==> config.mk <==
export PLATFORM = sky130hd
export DESIGN_NAME = out_fm_store_flat
export DESIGN_NICKNAME = d
export VERILOG_FILES = /design/src/rtl/out_fm_store_pkg.sv /design/src/rtl/out_fm_store_if.sv /design/src/rtl/out_fm_store_tile_addr_cnt.sv /design/src/rtl/out_fm_store.sv /design/src/flat_wrapper.sv
export SDC_FILE = /design/constraint.sdc
export NUM_CORES = 1
export LEC_CHECK = 0
export CELL_PAD_IN_SITES_DETAIL_PLACEMENT = 1
export CELL_PAD_IN_SITES_GLOBAL_PLACEMENT = 2
export CORE_ASPECT_RATIO = 1.2
export CORE_UTILIZATION = 23
export CTS_CLUSTER_DIAMETER = 150
export DETAILED_ROUTE_END_ITERATION = 10
export PLACE_DENSITY_LB_ADDON = 0.15
export SLEW_MARGIN = 30
export SYNTH_ARGS = -nofsm -noshare
export SYNTH_HDL_FRONTEND = slang
export SYNTH_SLANG_ARGS = --single-unit
==> constraint.sdc <==
create_clock -name i_clk -period 5.4 [get_ports i_clk]
set_clock_uncertainty 0.15 [all_clocks]
set_input_delay 1.08 -clock i_clk [delete_from_list [all_inputs] [get_ports i_clk]]
set_output_delay 1.08 -clock i_clk [all_outputs]
set_load 0.01 [all_outputs]
==> src/rtl/out_fm_store_pkg.sv <==
// Shared conv constants for the out_fm store path: default widths, tile geometry,
// FSM state encoding and a width helper.
package out_fm_store_pkg;

    localparam int AW_DEF = 16;
    localparam int DW_DEF = 32;
    localparam int Y_DEF  = 4;
    localparam int TN_DEF = 16;
    localparam int TR_DEF = 64;
    localparam int TC_DEF = 16;

    localparam logic [1:0] ST_IDLE  = 2'd0;
    localparam logic [1:0] ST_RUN   = 2'd1;
    localparam logic [1:0] ST_DRAIN = 2'd2;
    localparam logic [1:0] ST_DONE  = 2'd3;

    // Counter width that stays at least one bit for degenerate sizes.
    function automatic int cw(input int n);
        return (n > 1) ? $clog2(n) : 1;
    endfunction

endpackage

==> src/rtl/out_fm_store_if.sv <==
// Start/done handshake, output_fm bank read port and store FIFO push port.
interface out_fm_store_if #(
    parameter int AW = 16,
    parameter int DW = 32,
    parameter int Y  = 4
);
    logic          st_start;
    logic          st_done;
    logic [AW-1:0] rd_addr;
    logic [DW-1:0] rd_data [Y];
    logic [DW-1:0] fifo_data;
    logic          fifo_push;
    logic          fifo_almost_full;

    modport master (
        input  st_start, rd_data, fifo_almost_full,
        output st_done, rd_addr, fifo_data, fifo_push
    );

    modport slave (
        output st_start, rd_data, fifo_almost_full,
        input  st_done, rd_addr, fifo_data, fifo_push
    );
endinterface

==> src/rtl/out_fm_store_tile_addr_cnt.sv <==
// Nested col/row/ch tile counters (col innermost) with last-element flag,
// bank select and linear bank address; shared with the out_fm load path.
module out_fm_store_tile_addr_cnt
    import out_fm_store_pkg::*;
#(
    parameter int AW = AW_DEF,
    parameter int TN = TN_DEF,
    parameter int TR = TR_DEF,
    parameter int TC = TC_DEF,
    parameter int Y  = Y_DEF
) (
    input  logic              i_clk,
    input  logic              i_rst,
    input  logic              i_clr,
    input  logic              i_en,
    output logic [cw(Y)-1:0]  o_bank,
    output logic              o_last,
    output logic [AW-1:0]     o_addr
);
    localparam int CW = cw(TC);
    localparam int RW = cw(TR);
    localparam int HW = cw(TN);
    localparam int BW = cw(Y);
    localparam int YS = $clog2(Y);

    logic [CW-1:0] r_col;
    logic [RW-1:0] r_row;
    logic [HW-1:0] r_ch;
    logic          w_col_wrap;
    logic          w_row_wrap;
    logic [HW-1:0] w_lch;

    assign w_col_wrap = (r_col == CW'(TC - 1));
    assign w_row_wrap = (r_row == RW'(TR - 1));
    assign o_last     = w_col_wrap && w_row_wrap && (r_ch == HW'(TN - 1));
    assign w_lch      = r_ch >> YS;
    assign o_bank     = r_ch[BW-1:0];
    assign o_addr     = AW'(w_lch) * AW'(TR * TC) + AW'(r_row) * AW'(TC) + AW'(r_col);

    // The final element holds the counters; ch never wraps within a run.
    always_ff @(posedge i_clk) begin
        if (i_rst || i_clr) begin
            r_col <= '0;
            r_row <= '0;
            r_ch  <= '0;
        end else if (i_en && !o_last) begin
            if (w_col_wrap) begin
                r_col <= '0;
                if (w_row_wrap) begin
                    r_row <= '0;
                    r_ch  <= r_ch + HW'(1);
                end else begin
                    r_row <= r_row + RW'(1);
                end
            end else begin
                r_col <= r_col + CW'(1);
            end
        end
    end

endmodule

==> src/rtl/out_fm_store.sv <==
// Drains the Y output_fm banks into the store FIFO in channel-major order,
// throttled by the FIFO almost-full flag.
module out_fm_store
    import out_fm_store_pkg::*;
#(
    parameter int AW = AW_DEF,
    parameter int DW = DW_DEF,
    parameter int Y  = Y_DEF,
    parameter int TN = TN_DEF,
    parameter int TR = TR_DEF,
    parameter int TC = TC_DEF
) (
    input  logic           i_clk,
    input  logic           i_rst,
    out_fm_store_if.master bus
);
    localparam int BW = cw(Y);

    logic [1:0]    r_state;
    logic          w_issue;
    logic          w_last;
    logic          w_clr;
    logic [BW-1:0] w_bank;
    logic [AW-1:0] w_addr;
    logic          r_s1_v;
    logic [BW-1:0] r_s1_bank;
    logic          r_push;
    logic [DW-1:0] r_data;

    assign w_issue = (r_state == ST_RUN) && !bus.fifo_almost_full;
    assign w_clr   = (r_state == ST_IDLE);

    out_fm_store_tile_addr_cnt #(
        .AW (AW),
        .TN (TN),
        .TR (TR),
        .TC (TC),
        .Y  (Y)
    ) u_cnt (
        .i_clk  (i_clk),
        .i_rst  (i_rst),
        .i_clr  (w_clr),
        .i_en   (w_issue),
        .o_bank (w_bank),
        .o_last (w_last),
        .o_addr (w_addr)
    );

    // Stage 2 is already emptying while stage 1 clears, so leaving DRAIN on
    // stage 1 alone lands st_done in the cycle right after the last push.
    always_ff @(posedge i_clk) begin
        if (i_rst) begin
            r_state <= ST_IDLE;
        end else begin
            case (r_state)
                ST_IDLE:  if (bus.st_start) r_state <= ST_RUN;
                ST_RUN:   if (w_issue && w_last) r_state <= ST_DRAIN;
                ST_DRAIN: if (!r_s1_v) r_state <= ST_DONE;
                ST_DONE:  r_state <= ST_IDLE;
                default:  r_state <= ST_IDLE;
            endcase
        end
    end

    always_ff @(posedge i_clk) begin
        if (i_rst) begin
            r_s1_v    <= 1'b0;
            r_s1_bank <= '0;
            r_push    <= 1'b0;
            r_data    <= '0;
        end else begin
            r_s1_v    <= w_issue;
            r_s1_bank <= w_bank;
            r_push    <= r_s1_v;
            if (r_s1_v) begin
                r_data <= bus.rd_data[r_s1_bank];
            end
        end
    end

    assign bus.rd_addr   = w_addr;
    assign bus.fifo_data = r_data;
    assign bus.fifo_push = r_push;
    assign bus.st_done   = (r_state == ST_DONE);

endmodule

==> src/flat_wrapper.sv <==
// flat-port wrapper written by rule: the top's interface ports become plain ports
module out_fm_store_flat import out_fm_store_pkg::*;
#(
    parameter int AW = AW_DEF,
    parameter int DW = DW_DEF,
    parameter int Y  = Y_DEF,
    parameter int TN = TN_DEF,
    parameter int TR = TR_DEF,
    parameter int TC = TC_DEF
)
  (i_clk, i_rst, bus_st_start, bus_rd_data, bus_fifo_almost_full, bus_st_done, bus_rd_addr, bus_fifo_data, bus_fifo_push);
  out_fm_store_if #(.AW(AW), .DW(DW), .Y(Y)) bus_i ();
  input  logic i_clk;
  input  logic i_rst;
  input wire logic [$bits(bus_i.st_start)-1:0] bus_st_start;
  input wire logic [$bits(bus_i.rd_data)-1:0] bus_rd_data;
  input wire logic [$bits(bus_i.fifo_almost_full)-1:0] bus_fifo_almost_full;
  output wire logic [$bits(bus_i.st_done)-1:0] bus_st_done;
  output wire logic [$bits(bus_i.rd_addr)-1:0] bus_rd_addr;
  output wire logic [$bits(bus_i.fifo_data)-1:0] bus_fifo_data;
  output wire logic [$bits(bus_i.fifo_push)-1:0] bus_fifo_push;
  assign bus_i.st_start = bus_st_start;
  assign bus_i.rd_data = {>>{bus_rd_data}};
  assign bus_i.fifo_almost_full = bus_fifo_almost_full;
  assign bus_st_done = bus_i.st_done;
  assign bus_rd_addr = bus_i.rd_addr;
  assign bus_fifo_data = bus_i.fifo_data;
  assign bus_fifo_push = bus_i.fifo_push;
  out_fm_store #(.AW(AW), .DW(DW), .Y(Y), .TN(TN), .TR(TR), .TC(TC)) u_core (.i_clk(i_clk), .i_rst(i_rst), .bus(bus_i));
endmodule
======== Word level (Yosys, flattened, before mapping) ========
Index checks and enable logic that the tools add are counted.
word-level totals
  bits in latches ......................... 0
  bits in writable memories ............... 0
  memories kept ........................... 0
  register bits after elaboration ......... 52
  output and inout port bits .............. 50
  logic and storage cells ................. 45
  bits of input ports ..................... 132
  bits in read-only memories .............. 0
operators by class
  reductions and logical operators ........ 12
  $lt $le $gt $ge ......................... 1
  bitwise gates (word level) .............. 1
  multipliers ............................. 0
  muxes and demuxes ....................... 9
  add/subtract/negate cells ............... 5
  equal/unequal tests ..................... 9
  divide/modulo/power cells ............... 0
  shift-type cells ........................ 0
operator list
  operator               number
  $bmux W32 S2           1
  $mux W32               2
  $add A13 B4 Y14        1
  $add A12 B10 Y13       1
  $add A4 B1 Y4 const B  2
  $eq A4 B4 Y1 const B   2
  $pmux W2 S4            1
  $add A6 B1 Y6 const B  1
  $eq A6 B6 Y1 const B   1
  $mux W2                3
  $mux W6                1
  $ne A2 B2 Y1 const B   3
  $reduce_and A3 Y1      2
  $logic_and A1 B1 Y1    5
  $eq A2 B2 Y1 const B   2
  $mux W4                1
  $ge A3 B3 Y1 const B   1
  $not A2 Y3             1
  $eq A2 B1 Y1 const B   1
  $logic_not A1 Y1       2
  $logic_not A2 Y1       1
  $reduce_and A2 Y1      1
  $logic_or A1 B1 Y1     1

======== Depth between registers and ports, before layout ========
  depth after elaboration ................. 6
  depth in mapped cells ................... 6
  mapped depth without buffers ............ 6

======== Modules after synthesis ========
From an unflattened synthesis, not the netlist that was laid out.
unflattened totals
  cells, all modules ...................... 262
  area, all modules ....................... 3014.1 µm²
by module, submodules not included
  module                      times used  seq. area each (µm²)  cells each  area an instance (µm²)
  out_fm_store                1           760.7                 168         2207.1
  out_fm_store_tile_addr_cnt  1           280.3                 94          807.0

======== Least setup slack after synthesis ========
No wires, ideal clock.
  path kind ............................... input -> register
  start ................................... in bus_fifo_almost_full
  end ..................................... reg u_core.u_cnt.r_row[4]
  arrival time ............................ 2.014 ns
  slack ................................... 3.166 ns
  cell stages on the path ................. 4
  library setup time ...................... 0.070 ns
  cells stage by stage .................... and2b_1 -> nand2_2 -> or4_1 -> a21oi_1
between the ends
  longest elaborated chain between the ends .. 4
RTL lines
  what                                RTL line                          RTL
  start: declaration                  flat_wrapper.sv:17                input wire logic [$bits(bus_i.fifo_almost_full)-1:0] bus_fifo_almost_full;
  $logic_not A1 Y1                    out_fm_store.sv:30                assign w_issue = (r_state == ST_RUN) && !bus.fifo_almost_full;
  $logic_and A1 B1 Y1                 out_fm_store.sv:30
  $logic_and A1 B1 Y1                 out_fm_store_tile_addr_cnt.sv:46  end else if (i_en && !o_last) begin
  $reduce_and A2 Y1 (no source line)  --
  end signal: assignment              out_fm_store_tile_addr_cnt.sv:53  r_row <= r_row + RW'(1);
  end: declaration                    out_fm_store_tile_addr_cnt.sv:27  logic [RW-1:0] r_row;
No other way between the ends.
A chain may end at the register's enable or synchronous reset.

======== Worst setup path after layout ========
  start ................................... reg u_core.r_state[1]
  end ..................................... out bus_st_done
between the ends
  longest elaborated chain between the ends .. 1
RTL lines
  what                      RTL line            RTL
  start: declaration        out_fm_store.sv:19  logic [1:0] r_state;
  start signal: assignment  out_fm_store.sv:53  r_state <= ST_IDLE;
  start signal: assignment  out_fm_store.sv:56  ST_IDLE: if (bus.st_start) r_state <= ST_RUN;
  start signal: assignment  out_fm_store.sv:57  ST_RUN: if (w_issue && w_last) r_state <= ST_DRAIN;
  $eq A2 B2 Y1              out_fm_store.sv:84  assign bus.st_done = (r_state == ST_DONE);
  end: declaration          flat_wrapper.sv:18  output wire logic [$bits(bus_i.st_done)-1:0] bus_st_done;
No other way between the ends.

==> key figures <==
Placed design
  – Place WS: 2.59 ns
  – Number of I/O port buffers: 177
  – Gpl congestion: 0.749
  – Dpl hpwl: 8210 um

Worst setup path
  – Critical Path RT: 4.17 ns
  – Critical Path AT: 1.37 ns
  – Delay-heaviest family, CP: buffers and inverters
  – Worst-path maximum fanout: 4
  – Cells along the critical path: ha_1 > clkdlybuf4s50_1
  – CP max stage cell: clkdlybuf4s50_1
  – Kind of critical path: reg2out
  – Max incr delay on CP: 0.55 ns
  – CP Launch Type: register
  – Critical Path Start: u_core.r_state[1]
  – CP endpoint kind: output port
  – R2r startpoint: u_core.r_s1_bank[0]
  – Crit path buf inv count: 1

Timing
  – Max-slew headroom: 46.5%
  – Worst-margin pin slew: 0.802 ns
  – Max-slew violations: 0
  – Highest Clock Rate: 0.385 GHz
  – Final Hold Fails: 0
  – Final setup margin: 2.80 ns
  – Period minus WS final: 2.60 ns
  – Final setup viols: 0
  – RSZ-0062 raised after global routing: false
  – Period Utilization, post-route: 48.1%
  – Post-route setup TNS: 0 ns

Final layout
  – Antenna diodes: 0
  – Area grow syn2layout: 68.8%
  – Nets: 569
  – Share of cells above drive strength 1: 11.8%
  – Filler cell count: 1379

Power and ir drop
  – Static Leakage: 0.00165 uW
  – PwrDens: 218 mW/mm^2
  – VDD IR-drop max: 0.144 mV

GRT
  – Grt met3 use: 3.93%
  – GRT busiest layer: met2
  – Met1 GRT Util: 18.3%
  – Vias in the first global route: 2905
  – Gr usage total: 15.7%
  – Pin count of the biggest net entering global routing: 44
  – Initial antenna violation count: 0
  – First-pass GRT wire length: 16200 um
  – Met2 usage: 28.6%
  – Gr ovfl total: 0

Synthesis
  – Seq cells post-synth: 52
  – Post-Syn Instances: 262
  – Unique masters post-synth: 40
  – Post-synth top area share: 35.3%
  – Asr flop ratio synth: 0%
  – Post-synth EDFFs: 0
  – Number of synthesis warnings: 0
  – Mapped cell area: 0.00295 mm^2
  – Cell taking the most area after synthesis: dfxtp_1
  – Register area share after synthesis: 35.3%
  – Top post-synthesis cells by area: dfxtp_1 (35%), mux4_2 (24%), mux2i_1 (12%), nor2_1 (4.7%), ha_1 (3.0%)
  – Most used DFF post-synth: dfxtp_1
  – Mapped Avg Cell Area: 11.3 um^2

Clocking
  – Worst-path clk slew: 0.07 ns
  – CTS hold repair buffers: 0
  – CTS root buf: clkbuf_16
  – Clock Sinks: 52
  – Post-CTS setup buffers: 0
  – Post-CTS sizing: 0
  – CTS max path bufs: 2
  – CTS buffer count: 5
  – CTS HTree Levels: 2
  – TritonCTS clock tree: done
  – Clk_lat worst skew: 0.28 ns

Hold path
  – Worst Hold Class: reg2reg
  – Min-delay src: u_core.bus.fifo_data[25]

Route
  – Via count: 2770
  – 1st-pass router iterations: 4
  – DRT Wirelength: 10400 um
  – First-iteration detailed-routing DRC count: 81
  – DRC Markers: 0
  – Wirelength per Cell: 17.6 um
  – Antenna Nets Post-Route: 0
  – Average vias per placed instance: 4.68

Floorplan
  – Die Width: 105 um
  – Ports: 182
  – FP Rows: 44
  – Die Y-Extent: 126 um
  – Full die area: 0.0133 mm^2
  – Initial Util: 24.0%
  – Core ar.: 0.0123 mm^2

Outcome
  – Status: completed

Run
  – Max-Cap Viols: 0
-- cells in the mapped netlist (3+ instances only) --
| master | n |
|---|---|
| or3_1 | 4 |
| mux4_2 | 32 |
| nor2b_1 | 4 |
| nand2_1 | 7 |
| mux2i_1 | 36 |
| inv_1 | 3 |
| o21ai_0 | 7 |
| buf_4 | 7 |
| dfxtp_1 | 52 |
| and3_4 | 4 |
| a21oi_1 | 8 |
| ha_1 | 7 |
| nor2_1 | 37 |
| buf_1 | 3 |
| nand2b_1 | 3 |
| buf_2 | 4 |
| nand3_1 | 10 |
| clkbuf_1 | 6 |
-- cell families after synthesis --
family | Yosys count | synth area share (%)
muxes | 68 | 36.6
other | 1 | 0.127
buffers and inverters | 24 | 4.37
AOI/OAI and AO/OA | 29 | 6.66
adders and majority gates | 7 | 2.97
and+or+nand+nor | 81 | 14.0
DFF | 52 | 35.3
-- worst paths after layout --
path / cells after the start / endpoint / slack (ns)
hold / removal: 2 / u_core.bus.fifo_data[25] / 0.34
setup reg to reg: 4 / u_core.bus.fifo_data[13] / 3.39
hold reg to reg: 2 / u_core.bus.fifo_data[25] / 0.34
setup / recovery: 2 / bus_st_done / 2.80
-- cell usage in the layout, fill, tap and decap left out, types with 5 or more instances in the layout --
| master | count |
|---|---|
| a21oi_1 | 8 |
| clkbuf_16 | 5 |
| o21ai_0 | 7 |
| nand2_1 | 7 |
| mux2i_1 | 36 |
| nand3_1 | 10 |
| ha_1 | 7 |
| mux4_2 | 32 |
| dfxtp_1 | 50 |
| clkdlybuf4s50_1 | 176 |
| nor2_1 | 37 |
-- metrics by stage --
stage / util, % / power (uW) / area (um^2) / hold WS [ns] / std cells
after floorplan: - / 600 / 2960 / 0.324 / 265
after global placement: 39.3 / 771 / 4830 / 0.323 / 584
after detailed placement: 39.4 / 775 / 4830 / 0.336 / 584
after CTS: 40.6 / 1110 / 4980 / 0.351 / 592
after global routing: 40.6 / 1150 / 4980 / 0.367 / 592
final: 40.6 / 1080 / 4980 / 0.342 / 592
-- area by class of cell --
class	instances	area, um^2	share of cell area, %
inverter	3	11.3	0.226
sequential	52	1050	21.0
clock buffer	7	143	2.86
multi-input combinational	189	1790	36.0
clock inverter	1	6.26	0.126
timing repair buffer	179	1780	35.8
tap	161	201	4.04
-- layer usage --
metal  up-vias  share of wire, %
met2       104                51
met1      1339                41
met5         -                 0
met3         4               7.1
li1       1323                 -
met4         0              0.66
-- registers in the layout, indices dropped and copies added, names as in the netlist --
signal	count
u_core.bus.fifo_data	32
u_core.bus.fifo_push	1
u_core.r_s1_bank	2
u_core.r_s1_v	1
u_core.r_state	2
u_core.u_cnt.r_ch	4
u_core.u_cnt.r_col	4
u_core.u_cnt.r_row	6
-- where the power goes --
group	switching, uW	internal, uW	total, uW	leakage, uW
sequential	35.6	411	447	0.000422
combinational	122	193	315	0.00115
clock	137	185	322	0.0000744
total	295	790	1080	0.00165
-- worst min-delay path, stage by stage (launching register included) --
cell,delay [ns]
dfxtp_1,0.33
mux2i_1,0.06
nor2_1,0.07
Power figures use the tool's default switching activity.
